--- src/rtl/alu_muldiv_seq.sv ---
// alu_muldiv_seq: 16-iteration shift-add multiply / restoring divide sequencer driving a shared 16-bit ALU
module alu_muldiv_seq #(
  parameter logic [2:0] ALU_ADD = 3'd0,
  parameter logic [2:0] ALU_SUB = 3'd1
) (
  input  logic        clk,
  input  logic        reset,
  input  logic        start,
  input  logic        op,
  input  logic [15:0] a,
  input  logic [15:0] b,
  output logic        busy,
  output logic        done,
  output logic        err,
  output logic [15:0] result_lo,
  output logic [15:0] result_hi,
  output logic [15:0] alu_a,
  output logic [15:0] alu_b,
  output logic [2:0]  alu_s,
  input  logic [15:0] alu_r,
  input  logic        alu_lt
);
  typedef enum logic [1:0] {IDLE, RUN, DONE} state_t;
  state_t state, state_n;
  logic [15:0] acc, mcand, mplier, rem, dq, divisor;
  logic [15:0] shifted, acc_n, rem_n, dq_n;
  logic [3:0] count;
  logic op_q, accept, div0, last, take;
  always_comb begin
    accept = start && state != RUN;
    div0 = op && b == 16'd0;
    last = count == 4'd15;
    shifted = {rem[14:0], dq[15]};
    // rem[15] set means the true 17-bit partial remainder exceeds any divisor
    take = rem[15] | ~alu_lt;
    acc_n = mplier[0] ? alu_r : acc;
    rem_n = take ? alu_r : shifted;
    dq_n = {dq[14:0], take};
    state_n = state == RUN ? (last ? DONE : RUN) : accept ? (div0 ? DONE : RUN) : IDLE;
    busy = state == RUN;
    done = state == DONE;
    alu_a = busy ? (op_q ? shifted : acc) : 16'd0;
    alu_b = busy ? (op_q ? divisor : mcand) : 16'd0;
    alu_s = busy && op_q ? ALU_SUB : ALU_ADD;
  end
  always_ff @(posedge clk) begin
    if (reset) state <= IDLE;
    else state <= state_n;
  end
  always_ff @(posedge clk) begin
    if (reset) begin
      acc <= '0;
      mcand <= '0;
      mplier <= '0;
      rem <= '0;
      dq <= '0;
      divisor <= '0;
      count <= '0;
      op_q <= 1'b0;
      err <= 1'b0;
      result_lo <= '0;
      result_hi <= '0;
    end else if (accept) begin
      acc <= '0;
      mcand <= a;
      mplier <= b;
      rem <= '0;
      dq <= a;
      divisor <= b;
      count <= '0;
      op_q <= op;
      err <= div0;
      if (div0) begin
        result_lo <= 16'hFFFF;
        result_hi <= a;
      end
    end else if (busy) begin
      count <= count + 4'd1;
      if (op_q) begin
        rem <= rem_n;
        dq <= dq_n;
      end else begin
        acc <= acc_n;
        mcand <= mcand << 1;
        mplier <= mplier >> 1;
      end
      if (last) begin
        result_lo <= op_q ? dq_n : acc_n;
        result_hi <= op_q ? rem_n : 16'd0;
      end
    end
  end
endmodule

--- config.mk ---
export PLATFORM = sky130hd
export DESIGN_NAME = alu_muldiv_seq
export DESIGN_NICKNAME = d
export VERILOG_FILES = /design/src/rtl/alu_muldiv_seq.sv
export SDC_FILE = /design/constraint.sdc
export NUM_CORES = 1
export LEC_CHECK = 0
export ABC_AREA = 1
export BUFFER_PORTS_ARGS = -buffer_cell sky130_fd_sc_hd__buf_2
export CAP_MARGIN = 5
export CELL_PAD_IN_SITES_DETAIL_PLACEMENT = 0
export CELL_PAD_IN_SITES_GLOBAL_PLACEMENT = 1
export CORE_MARGIN = 8
export CORE_UTILIZATION = 42
export DETAILED_ROUTE_END_ITERATION = 8
export PLACE_DENSITY_LB_ADDON = 0.1
export SYNTH_ARGS = -nofsm -noshare
export SYNTH_HDL_FRONTEND = slang
export SYNTH_SLANG_ARGS = --single-unit
--- constraint.sdc ---
create_clock -name clk -period 2.6 [get_ports clk]
set_input_delay 0 -clock clk [delete_from_list [all_inputs] [get_ports clk]]
set_output_delay 0 -clock clk [all_outputs]
set_load 0.02 [all_outputs]
# --- Word-level counts from Yosys, hierarchy flattened ---
# Cells that the tools add are included.
totals:
  register_bits: 136
  output_inout_bits: 70
  wordCells: 65
classes:
  n_addsub: 1
  n_eq_ne: 6
  n_mux: 30
  n_bitwise: 3
  n_reduce_logical: 13
ops:
  columns: ["operator", "count"]
  rows:
  - ["16-bit 2-to-1 mux", 25]
  - ["16-bit zero test", 1]
  - ["2-bit 2-to-1 mux", 4]
  - ["2-bit AND reduction", 4]
  - ["2-bit by 1-bit != test with 1-bit output, second input constant", 3]
  - ["2-bit nonzero test", 3]
  - ["4-bit by 1-bit adder with 4-bit output, second input constant", 1]
  - ["4-bit equality test, second input constant", 1]
  - ["1-bit logical AND", 3]
  - ["3-bit AND reduction", 1]
  - ["2-bit by 1-bit equality test with 1-bit output, second input constant", 1]
  - ["2-bit equality test, second input constant", 1]
  - ["1-bit NOT", 2]
  - ["2-bit OR reduction", 1]
  - ["1-bit 2-to-1 mux", 1]
  - ["1-bit OR", 1]

# --- Logic depth before layout (Yosys ltp) ---
depth:
  word_depth: 7
  ltp_mapped: 11
  mapped_depth_nobuf: 9

# --- Worst setup path after synthesis ---
# Ideal clock, no wire load.
synth_timing:
  kind: "flip-flop to output port"
  start: "reg op_q"
  end: "out alu_b[11]"
  t_arrival_ps: 1531
  required_time_ps: 2600
  path_slack_ps: 1069
  path_stages_with_launch: 8
  cell_sequence: "dfxtp_1 > buf_4 > inv_4 > nor2_4 > inv_2 > buf_2 > buf_2 > o21ai_0"
synth_between:
  elab_chain_len: 2
synth_lines:
  columns: ["element", "line", "rtl"]
  rows:
  - ["from (decl)", "28", "logic op_q, accept, div0, last, take;"]
  - ["from (signal assigned)", "71", "op_q <= op;"]
  - ["16-bit 2-to-1 mux (2 in series)", "43", "alu_b = busy ? (op_q ? divisor : mcand) : 16'd0;"]
  - ["to (decl)", "18", "output logic [15:0] alu_b,"]
# Every way passes these cells.

# --- Worst setup path after layout ---
layout_timing:
  start: "reg op_q"
  end: "out alu_a[6]"
layout_between:
  elab_chain_len: 2
layout_lines:
  columns: ["element", "line", "rtl"]
  rows:
  - ["16-bit 2-to-1 mux (2 in series)", "42", "alu_a = busy ? (op_q ? shifted : acc) : 16'd0;"]
  - ["to (decl)", "17", "output logic [15:0] alu_a,"]
# Every way passes these cells.

==> impl_metrics.json <==
{
  "outcome": "finished, final reports clean",
  "synth_edf_count": 0,
  "yosys_warnings": 0,
  "dr.first_iter.drc_count": 471,
  "drc": 0,
  "drv_slew": 0,
  "yosysUniqueCellTypes": 34,
  "grt_pass1_vias": 6068,
  "rsz0062_at_grt": "no",
  "vias": 6309,
  "cts_tree": "yes",
  "worstHoldPathCells": 4,
  "setup_violations": 0,
  "reg2reg_depth": 8,
  "overflow": 0,
  "mostFrequentLayoutCells": "236 x nand2_1, 136 x dfxtp_1, 120 x buf_2",
  "drive_gt1_share_pct": 18.2,
  "yosys_register_bits": 136,
  "cts_root_buf": "clkbuf_16",
  "wl_per_cell_um": 17.2,
  "grt_start_max_net_pins": 51,
  "synthTopCellsByArea": "dfxtp_1 43%, nand2_1 14%, o21ai_0 8.2%",
  "syn_inst": 904,
  "fin_setup_tns_ns": 0,
  "placementRows": 44,
  "r2r-end": "result_hi[5]$_SDFFE_PP0P_",
  "ir_worst_vdd_uv": 517,
  "ys_seq_area_share_pct": 43.2,
  "htree_levels": 4,
  "crit_path_start_kind": "register",
  "hold_end": "mplier[8]$_SDFFE_PP0P_",
  "relSlewSlack_pct": 59.0,
  "start_util_pct": 43.2,
  "final_common_cell": "nand2_1",
  "finalHoldViolCount": 0,
  "dieArea_mm2": 0.0192,
  "ys.flop_type": "dfxtp_1",
  "hold_path_class": "input port to register",
  "drtAntennaViolNets": 0,
  "post-route-period-util_pct": 81.4,
  "p_leak_nw": 3.66,
  "cts_buffer_depth": 2,
  "port_buffers": 120,
  "antenna_found_initial": 0,
  "max_freq_mhz": 473,
  "gp_congestion": 0.809,
  "end_kind": "primary output",
  "dr.pass1.iters": 5,
  "cp_data_arrival_time_ns": 2.12,
  "vias_per_cell": 5.13,
  "dieHeight_um": 139,
  "wirelength_mm": 21.2,
  "diodes": 0,
  "coreArea_mm2": 0.0146,
  "nNetsFinal": 1087,
  "asyncSetResetFlopFracSynth_pct": 0,
  "cap_violations": 0,
  "r2r-start": "rem[15]$_SDFFE_PP0P_",
  "min_period_ns": 2.12,
  "cts_buffers": 17,
  "clkTransAtPathRegs_ns": 0.06,
  "clock_sinks": 136,
  "cts_resized": 0,
  "worstHoldStart": "start",
  "ff2ff_setup_slack_ns": 0.72,
  "areaGrowthSynthToFinish_pct": 26.6,
  "holdWs_ns": 0.0347,
  "yosysTopAreaCell": "dfxtp_1",
  "io_pins": 123,
  "p_per_area_mw_per_mm2": 687,
  "clk_latency_ns": 0.42,
  "grt.total_usage_pct": 21.9,
  "synth_top_area_share_pct": 43.2,
  "crit_required_ns": 2.60,
  "grt_pass1_wl_mm": 33.9,
  "skew_ns": 0.0158,
  "dp_hpwl_mm": 15.0,
  "worstSetupPathType": "register to primary output",
  "syn_area_mm2": 0.00630,
  "syn_area_per_cell_um2": 6.97,
  "post_cts_buffers": 0,
  "worst_pin_slew_ns": 0.615,
  "die_width_um": 139,
  "cp_max_fo": 25
}
-- metrics by stage --
| stage | instances | instance area (um2) | total power [mW] | util, % | setup slack [ns] |
|---|---|---|---|---|---|
| after floorplan | 905 | 6310 | 2.66 | - | 1.07 |
| after global placement | 1165 | 7010 | 2.87 | 48.1 | 0.697 |
| after detailed placement | 1165 | 7010 | 2.87 | 48.1 | 0.727 |
| after CTS | 1230 | 7980 | 5.52 | 54.7 | 0.445 |
| after global routing | 1230 | 7980 | 5.69 | 54.7 | 0.346 |
| final | 1230 | 7980 | 5.49 | 54.7 | 0.484 |
-- synthesized netlist by cell type (all sizes together), types with 2 or more instances --
| cell | count |
|---|---|
| a211oi | 16 |
| a21oi | 56 |
| a31oi | 29 |
| buf | 30 |
| clkbuf | 32 |
| clkinv | 2 |
| dfxtp | 136 |
| inv | 113 |
| nand2 | 240 |
| nand3 | 37 |
| nand3b | 16 |
| nor2 | 55 |
| o21ai | 104 |
| o22ai | 31 |
-- repair_timing --
| item | 4_1_cts | 5_1_grt |
|---|---|---|
| endpoints found under the setup margin | 0 | 0 |
| endpoints found under the hold margin | 66 | 0 |
| hold buffers | 33 | 0 |
-- cells by family after synthesis --
family / after synthesis / share of synthesized area [%]
AOI/OAI and AO/OA: 238 / 21.0
adders and majority gates: 1 / 0.198
buffers and inverters: 177 / 11.7
DFF: 136 / 43.2
other: 1 / 0.0595
and+or+nand+nor: 351 / 23.8
-- worst max-delay path by stage --
stage / startpoint / to / slack (ns) / depth (start not counted)
final: op_q$_SDFFE_PP0P_ / alu_a[6] / 0.48 / 6
after floorplan: op_q$_SDFFE_PP0P_ / alu_b[11] / 1.07 / 7
after global routing: op_q$_SDFFE_PP0P_ / alu_a[6] / 0.35 / 6
after CTS: op_q$_SDFFE_PP0P_ / alu_a[15] / 0.44 / 6
after global placement: rem[15]$_SDFFE_PP0P_ / result_hi[5]$_SDFFE_PP0P_ / 0.70 / 8
after detailed placement: rem[15]$_SDFFE_PP0P_ / result_hi[3]$_SDFFE_PP0P_ / 0.73 / 8
-- flip-flops by register name (all words and copies together) (netlist names) --
| name | cells |
|---|---|
| acc | 16 |
| count | 4 |
| divisor | 16 |
| dq | 16 |
| err | 1 |
| mcand | 16 |
| mplier | 16 |
| op_q | 1 |
| rem | 16 |
| result_hi | 16 |
| result_lo | 16 |
| state | 2 |
-- routing by layer --
metal	wire length [um]	GRT usage [%]	vias up
met1	9410	27.5	2906
met3	1220	5.24	15
met5	0	0	-
li1	-	-	3208
met2	10300	36.2	180
met4	315	6.52	0
-- power by group --
| group | leakage [nW] | switching, mW | internal [mW] | total (mW) |
|---|---|---|---|---|
| Sequential | 1.11 | 0.0519 | 2.18 | 2.24 |
| Combinational | 2.24 | 0.424 | 0.210 | 0.633 |
| Clock | 0.312 | 0.939 | 1.68 | 2.62 |
-- worst max-delay path, cell delays in order (launching register included) --
cell	delay (ns)
dfxtp_1	0.37
inv_4	0.27
nor2_4	0.07
inv_2	0.38
buf_4	0.30
o22ai_1	0.10
buf_2	0.18
-- final cells by class --
cell class                      count  area, um2
Sequential cell                   136       2720
Fill cell                        1481       6610
Timing Repair Buffer              171       1100
Inverter                          115        434
Clock inverter                     12        173
Multi-Input combinational cell    592       2850
Tap cell                          184        230
Clock buffer                       20        467
Note: power is estimated with default switching activity, not from simulation.
